[config.mk]
export PLATFORM = sky130hd
export DESIGN_NAME = wb_stage_pipe
export DESIGN_NICKNAME = d
export VERILOG_FILES = /design/src/rtl/wb_pkg.sv /design/src/rtl/wb_load_ext.sv /design/src/rtl/wb_stage_pipe.sv
export SDC_FILE = /design/constraint.sdc
export NUM_CORES = 1
export LEC_CHECK = 0
export ABC_AREA = 1
export CORE_AREA = 2 2 113 115
export DETAILED_ROUTE_END_ITERATION = 10
export DIE_AREA = 0 0 115 117
export PLACE_DENSITY = 0.86
export SLEW_MARGIN = 10
export SYNTH_ARGS = -nofsm -noshare
export SYNTH_HDL_FRONTEND = slang
export SYNTH_SLANG_ARGS = --single-unit
[constraint.sdc]
create_clock -name clk -period 1.7 [get_ports clk]
set_input_delay 0.255 -clock clk [delete_from_list [all_inputs] [get_ports clk]]
set_output_delay 0.255 -clock clk [all_outputs]
set_load 0.005 [all_outputs]
[src/rtl/wb_pkg.sv]
// Shared types for the write-back stage.
// Stage payload fields use the widest legal XLEN (64) and a fixed 8-bit rd.
// Narrower builds zero-pad on capture and slice on use, so NREGS <= 256.
package wb_pkg;

  localparam int unsigned XLEN_MAX = 64;
  localparam int unsigned RA_MAX   = 8;

  typedef enum logic [1:0] {
    WB_ALU  = 2'd0,
    WB_LOAD = 2'd1,
    WB_PC4  = 2'd2
  } wb_sel_e;

  typedef enum logic [1:0] {
    LD_B = 2'd0,
    LD_H = 2'd1,
    LD_W = 2'd2
  } ld_size_e;

  typedef struct packed {
    logic                valid;
    logic [XLEN_MAX-1:0] alu;
    logic [XLEN_MAX-1:0] rdata;
    logic [XLEN_MAX-1:0] pc4;
    logic                reg_write;
    wb_sel_e             wb_sel;
    ld_size_e            ld_size;
    logic                ld_unsigned;
    logic [RA_MAX-1:0]   rd;
  } wb_stage_t;

endpackage

[src/rtl/wb_load_ext.sv]
// Load lane select, sign/zero extension and misalignment detection (combinational).
// Ports: rdata (aligned memory data), addr_lo (byte offset), ld_size, ld_unsigned,
//        is_load (selected source is a load) -> data_c (extended value), misalign_c.
module wb_load_ext
  import wb_pkg::*;
#(
  parameter int unsigned XLEN = 32
) (
  input  logic [XLEN-1:0] rdata,
  input  logic [1:0]      addr_lo,
  input  ld_size_e        ld_size,
  input  logic            ld_unsigned,
  input  logic            is_load,
  output logic [XLEN-1:0] data_c,
  output logic            misalign_c
);

  logic [31:0] word_lane;
  logic [15:0] half_lane;
  logic [7:0]  byte_lane;

  // Word loads only ever look at the low 32 bits of the returned data.
  generate
    if (XLEN > 32) begin : g_hi_unused
      logic unused_rdata_hi;
      assign unused_rdata_hi = ^rdata[XLEN-1:32];
    end
  endgenerate

  always_comb begin
    word_lane = rdata[31:0];
    half_lane = addr_lo[1] ? word_lane[31:16] : word_lane[15:0];
    case (addr_lo)
      2'd0:    byte_lane = word_lane[7:0];
      2'd1:    byte_lane = word_lane[15:8];
      2'd2:    byte_lane = word_lane[23:16];
      default: byte_lane = word_lane[31:24];
    endcase
  end

  // Size encoding 11 behaves as a word load.
  always_comb begin
    data_c     = '0;
    misalign_c = 1'b0;
    case (ld_size)
      LD_B: begin
        if (ld_unsigned) data_c = XLEN'(byte_lane);
        else             data_c = XLEN'($signed(byte_lane));
      end
      LD_H: begin
        if (ld_unsigned) data_c = XLEN'(half_lane);
        else             data_c = XLEN'($signed(half_lane));
        misalign_c = is_load & addr_lo[0];
      end
      default: begin
        if (ld_unsigned) data_c = XLEN'(word_lane);
        else             data_c = XLEN'($signed(word_lane));
        misalign_c = is_load & (addr_lo != 2'd0);
      end
    endcase
  end

endmodule

[src/rtl/wb_stage_pipe.sv]
// Write-back stage: MEM/WB pipeline register plus result select.
// Ports: clk, rst_ (sync, active-high); mem_* MEM-stage result and control;
//        wb_stall / wb_flush register control; rf_we/rf_waddr/rf_wdata register-file
//        write port; misalign_err; fwd_valid (mirrors rf_we).
// Optional: define WB_RETIRE_CNT_EN to add the 64-bit retire_cnt output.
module wb_stage_pipe
  import wb_pkg::*;
#(
  parameter int unsigned XLEN  = 32,
  parameter int unsigned NREGS = 32
) (
  input  logic                       clk,
  input  logic                       rst_,
  input  logic                       mem_valid,
  input  logic [XLEN-1:0]            mem_alu,
  input  logic [XLEN-1:0]            mem_rdata,
  input  logic [XLEN-1:0]            mem_pc4,
  input  logic                       mem_reg_write,
  input  logic [1:0]                 mem_wb_sel,
  input  logic [1:0]                 mem_ld_size,
  input  logic                       mem_ld_unsigned,
  input  logic [$clog2(NREGS)-1:0]   mem_rd_addr,
  input  logic                       wb_stall,
  input  logic                       wb_flush,
  output logic                       rf_we,
  output logic [$clog2(NREGS)-1:0]   rf_waddr,
  output logic [XLEN-1:0]            rf_wdata,
  output logic                       misalign_err,
`ifdef WB_RETIRE_CNT_EN
  output logic [63:0]                retire_cnt,
`endif
  output logic                       fwd_valid
);

  localparam int unsigned RA_W = $clog2(NREGS);

  wb_stage_t       stage_q;
  wb_stage_t       stage_d;
  logic [XLEN-1:0] ld_data_c;
  logic            ld_misalign_c;
  logic            is_load_c;

  // Padding bits of the stage payload exist only in narrow builds.
  logic unused_stage;
  assign unused_stage = ^{stage_q.alu, stage_q.rdata, stage_q.pc4, stage_q.rd};

  // Zero-pad MEM inputs into the stage payload.
  always_comb begin
    stage_d             = '0;
    stage_d.valid       = mem_valid;
    stage_d.alu         = XLEN_MAX'(mem_alu);
    stage_d.rdata       = XLEN_MAX'(mem_rdata);
    stage_d.pc4         = XLEN_MAX'(mem_pc4);
    stage_d.reg_write   = mem_reg_write;
    stage_d.wb_sel      = wb_sel_e'(mem_wb_sel);
    stage_d.ld_size     = ld_size_e'(mem_ld_size);
    stage_d.ld_unsigned = mem_ld_unsigned;
    stage_d.rd          = RA_MAX'(mem_rd_addr);
  end

  // MEM/WB register: reset > flush > stall > load.
  always_ff @(posedge clk) begin
    if (rst_) begin
      stage_q <= '0;
    end else if (wb_flush) begin
      stage_q.valid <= 1'b0;
    end else if (!wb_stall) begin
      stage_q <= stage_d;
    end
  end

  assign is_load_c = (stage_q.wb_sel == WB_LOAD);

  wb_load_ext #(.XLEN(XLEN)) u_load_ext (
    .rdata       (stage_q.rdata[XLEN-1:0]),
    .addr_lo     (stage_q.alu[1:0]),
    .ld_size     (stage_q.ld_size),
    .ld_unsigned (stage_q.ld_unsigned),
    .is_load     (is_load_c),
    .data_c      (ld_data_c),
    .misalign_c  (ld_misalign_c)
  );

  // Result select and write enable, driven only from the stage register.
  always_comb begin
    rf_wdata = stage_q.alu[XLEN-1:0];
    case (stage_q.wb_sel)
      WB_LOAD: rf_wdata = ld_data_c;
      WB_PC4:  rf_wdata = stage_q.pc4[XLEN-1:0];
      default: rf_wdata = stage_q.alu[XLEN-1:0];
    endcase
    rf_waddr     = stage_q.rd[RA_W-1:0];
    misalign_err = stage_q.valid & ld_misalign_c;
    rf_we        = stage_q.valid & stage_q.reg_write &
                   (stage_q.rd[RA_W-1:0] != RA_W'(0)) & ~ld_misalign_c;
    fwd_valid    = rf_we;
  end

`ifdef WB_RETIRE_CNT_EN
  // One count per instruction, on the edge it leaves WB; rd and reg_write ignored.
  always_ff @(posedge clk) begin
    if (rst_) begin
      retire_cnt <= '0;
    end else if (stage_q.valid && !ld_misalign_c && !wb_stall) begin
      retire_cnt <= retire_cnt + 64'd1;
    end
  end
`endif

endmodule

==> impl_metrics.env <==
export IMPL_layout_drive_gt1_share=0.2760
export IMPL_critPathCapture="rf_wdata[8]"
export IMPL_fp_coreArea_um2=12310
export IMPL_yosys_most_used_dff="sky130_fd_sc_hd__dfxtp_1"
export IMPL_die_area_um2=13460
export IMPL_maxCapViolCount=0
export IMPL_r2r_cells=5
export IMPL_yosysWarningCount=0
export IMPL_layout_filler_cells=967
export IMPL_reg2reg_from="stage_q[10]"
export IMPL_timing_max_slew_rel_slack=0.6314
export IMPL_post_synth_cell_types=33
export IMPL_numPortBuffers=151
export IMPL_critical_path_peak_fanout=7
export IMPL_place_hpwl_um=12160
export IMPL_routabilityCongestion=0.9690
export IMPL_postSynthNetCount=865
export IMPL_setup_violations_final=35
export IMPL_totalWireLength_um=18880
export IMPL_placedInstanceArea_um2=7249
export IMPL_cts_made_buffers=9
export IMPL_tritoncts="built"
export IMPL_start_util=0.4207
export IMPL_crit_required_ns=1.44
export IMPL_fin_worst_hold_slack_ns=0.3837
export IMPL_area_delta_synth_final_pct=57.46
export IMPL_timing_final_ws_setup_ns=-0.4492
export IMPL_die_w_um=115
export IMPL_grt_setup_unrepaired="yes"
export IMPL_post_route_period_util=1.264
export IMPL_drt_first_iter_violations=637
export IMPL_stdcell_area_um2=8157
export IMPL_fin_worst_skew_ns=0
export IMPL_fp_row_count=41
export IMPL_synth_seq_cells=108
export IMPL_leakagePower_uw=0.003341
export IMPL_register_clock_pin_slew_on_the_reported_worst_setup_and_hold_paths_ns=0.07
export IMPL_hold_path_class="in2reg"
export IMPL_synth_cells=751
export IMPL_drt_first_pass_iters=7
export IMPL_cts_num_sinks=108
export IMPL_violated_checks="setup timing"
export IMPL_synth_avg_cell_area_um2=6.897
export IMPL_yosys_area_top_type_share=0.4174
export IMPL_cts_htree_levels=3
export IMPL_multi_input_logic_area_um2=2988
export IMPL_run_status="finished with violations"
export IMPL_slew_violations=0
export IMPL_crit_path_start="stage_q[10]"
export IMPL_dr_total_vias=6062
export IMPL_yosys_top_cells_count="222 x sky130_fd_sc_hd__nand2_1, 158 x sky130_fd_sc_hd__a21oi_1, 108 x sky130_fd_sc_hd__dfxtp_1"
export IMPL_grt_ovfl_total=0
export IMPL_clock_latency_ns=0.35
export IMPL_grtUsageTotal=0.2669
export IMPL_worstSetupPathType="reg2out"
export IMPL_final_hold_violation_count=0
export IMPL_worst_setup_path_end_kind="output port"
export IMPL_clock_tree_root_cell="sky130_fd_sc_hd__clkbuf_16"
export IMPL_antenna_cells_inserted=0
export IMPL_worstHoldPathCells=2
export IMPL_grt_first_pass_wirelength_um=27900
export IMPL_power_density_nw_per_um2=846.8
export IMPL_synth_edff_count=0
export IMPL_tightest_slew_ns=0.5529
export IMPL_synth_most_common_cell="sky130_fd_sc_hd__nand2_1"
export IMPL_num_io_pins=152
export IMPL_die_y_um=117
export IMPL_crit_path_start_kind="flip-flop"
export IMPL_final_nets=1062
export IMPL_synth_top_cells_by_area="sky130_fd_sc_hd__dfxtp_1 42%, sky130_fd_sc_hd__nand2_1 16%, sky130_fd_sc_hd__a21oi_1 15%, sky130_fd_sc_hd__nor2_1 5.7%, sky130_fd_sc_hd__a211oi_1 2.9%"
export IMPL_asyncSetResetFlopFracSynth=0
export IMPL_avgViaCountPerCell=5.496
export IMPL_largest_net_degree_at_the_start_of_global_routing=45
export IMPL_area_sequential_um2=2172
export IMPL_post_drt_wl_per_cell_um=17.12
export IMPL_detail_route_drc_violations=0
export IMPL_timing_rr_end="stage_q[10]"
export IMPL_layoutNonFillerInstCount=1103
export IMPL_postCtsHoldBufs=0
export IMPL_peakVddDrop_v=0.0006248
export IMPL_finalCriticalPeriod_ns=2.149
export IMPL_synth_cell_area_um2=5180
export IMPL_fmax_mhz=465.3
export IMPL_synthDominantAreaCellType="sky130_fd_sc_hd__dfxtp_1"
export IMPL_setup_reg_to_reg_worst_slack_ns=0.52
export IMPL_first_global_vias=5622
export IMPL_grt_antenna_before_repair=1
export IMPL_clock_tree_buffer_depth=2
export IMPL_total_placed_cells_including_tap_cells=1060
export IMPL_pre_cts_ws_ns=-0.4264
export IMPL_antenna_left=0
export IMPL_yosysSeqAreaShare=0.4174
export IMPL_arrival_ns=1.89
placed cells by master, fill, tap and decap left out, types with 3 or more instances in the layout:
master,count
sky130_fd_sc_hd__or2_2,6
sky130_fd_sc_hd__nand3_4,5
sky130_fd_sc_hd__a21oi_2,34
sky130_fd_sc_hd__dfxtp_1,102
sky130_fd_sc_hd__nand2_1,200
sky130_fd_sc_hd__nor2_2,3
sky130_fd_sc_hd__buf_2,35
sky130_fd_sc_hd__clkdlybuf4s50_1,115
sky130_fd_sc_hd__o211ai_1,6
sky130_fd_sc_hd__buf_12,17
sky130_fd_sc_hd__a21oi_1,133
sky130_fd_sc_hd__nor2_1,74
sky130_fd_sc_hd__nand3_1,4
sky130_fd_sc_hd__inv_1,16
sky130_fd_sc_hd__o21ai_1,12
sky130_fd_sc_hd__clkinv_2,3
sky130_fd_sc_hd__buf_4,61
sky130_fd_sc_hd__clkbuf_16,9
sky130_fd_sc_hd__clkbuf_8,3
sky130_fd_sc_hd__or2_1,4
sky130_fd_sc_hd__nand3_2,9
sky130_fd_sc_hd__buf_8,4
sky130_fd_sc_hd__nand2_4,7
sky130_fd_sc_hd__nand2_2,24
sky130_fd_sc_hd__buf_6,14
sky130_fd_sc_hd__nor2_4,4
sky130_fd_sc_hd__a211oi_1,19
sky130_fd_sc_hd__dfxtp_2,5
power breakdown:
| part | leakage, uW | total, uW | internal, uW | switching, uW |
|---|---|---|---|---|
| Combinational | 0.00229 | 1810 | 912 | 901 |
| Sequential | 0.000887 | 2740 | 2660 | 82.7 |
| Clock | 0.000169 | 2350 | 1410 | 947 |
layer usage:
layer / wire length [um] / track usage / vias up
li1: - / - / 2852
met1: 7518 / 0.3114 / 2798
met2: 9193 / 0.4651 / 346
met3: 1436 / 0.07055 / 64
met4: 720 / 0.1133 / 2
met5: 10 / 0 / -
registers in the layout, summed over array words and instances (netlist names):
| name | flops |
|---|---|
| stage_q | 103 |
| rf_waddr | 5 |
stage by stage:
| stage | setup TNS, ns | power [uW] | util |
|---|---|---|---|
| after global routing | -14.35 | 7168 | 0.6625 |
| after CTS | -10.48 | 6778 | 0.6462 |
| after global placement | -11.64 | 4323 | 0.5888 |
| final | -12.08 | 6907 | 0.6625 |
| after floorplan | 0 | 3480 | - |
| after detailed placement | -12.27 | 4342 | 0.5888 |
critical path, stage by stage, from the launching register on:
cell                      delay [ns]
sky130_fd_sc_hd__dfxtp_2        0.35
sky130_fd_sc_hd__buf_12         0.14
sky130_fd_sc_hd__nor2_4         0.10
sky130_fd_sc_hd__o21a_4         0.16
sky130_fd_sc_hd__nand3_4        0.10
sky130_fd_sc_hd__buf_12         0.16
sky130_fd_sc_hd__buf_12         0.13
sky130_fd_sc_hd__nand3_2        0.06
sky130_fd_sc_hd__nand2_2        0.06
sky130_fd_sc_hd__a21oi_2        0.15
sky130_fd_sc_hd__buf_2          0.14
cells by family after synthesis:
group,synth area share
AOI/OAI and AO/OA,0.2266
adders and majority gates,0.004830
muxes,0.001932
DFF,0.4174
buffers and inverters,0.07632
and+or+nand+nor,0.2729
worst min path at each step:
stage	start	to
floorplan	wb_flush	stage_q[206]
global placement	stage_q[21]	stage_q[21]
detailed placement	stage_q[21]	stage_q[21]
CTS	rst_	rf_waddr[3]
global route	rst_	stage_q[171]
finish	rst_	rf_waddr[3]
area by class of cell:
class	count	share of cell area
Clock buffer	12	0.03267
Timing Repair Buffer	247	0.2905
Clock inverter	4	0.008590
Multi-Input combinational cell	559	0.3663
Tap cell	150	0.02301
Sequential cell	108	0.2663
Inverter	23	0.01258
timing repair:
| action | in CTS | in global routing |
|---|---|---|
| endpoints found under the setup margin | 35 | 35 |
| cloned | 2 | 0 |
| gates resized for setup | 236 | 46 |
| pin swaps | 39 | 42 |
| buffers inserted | 16 | 9 |
No activity file was read; power rests on OpenSTA's default activity.
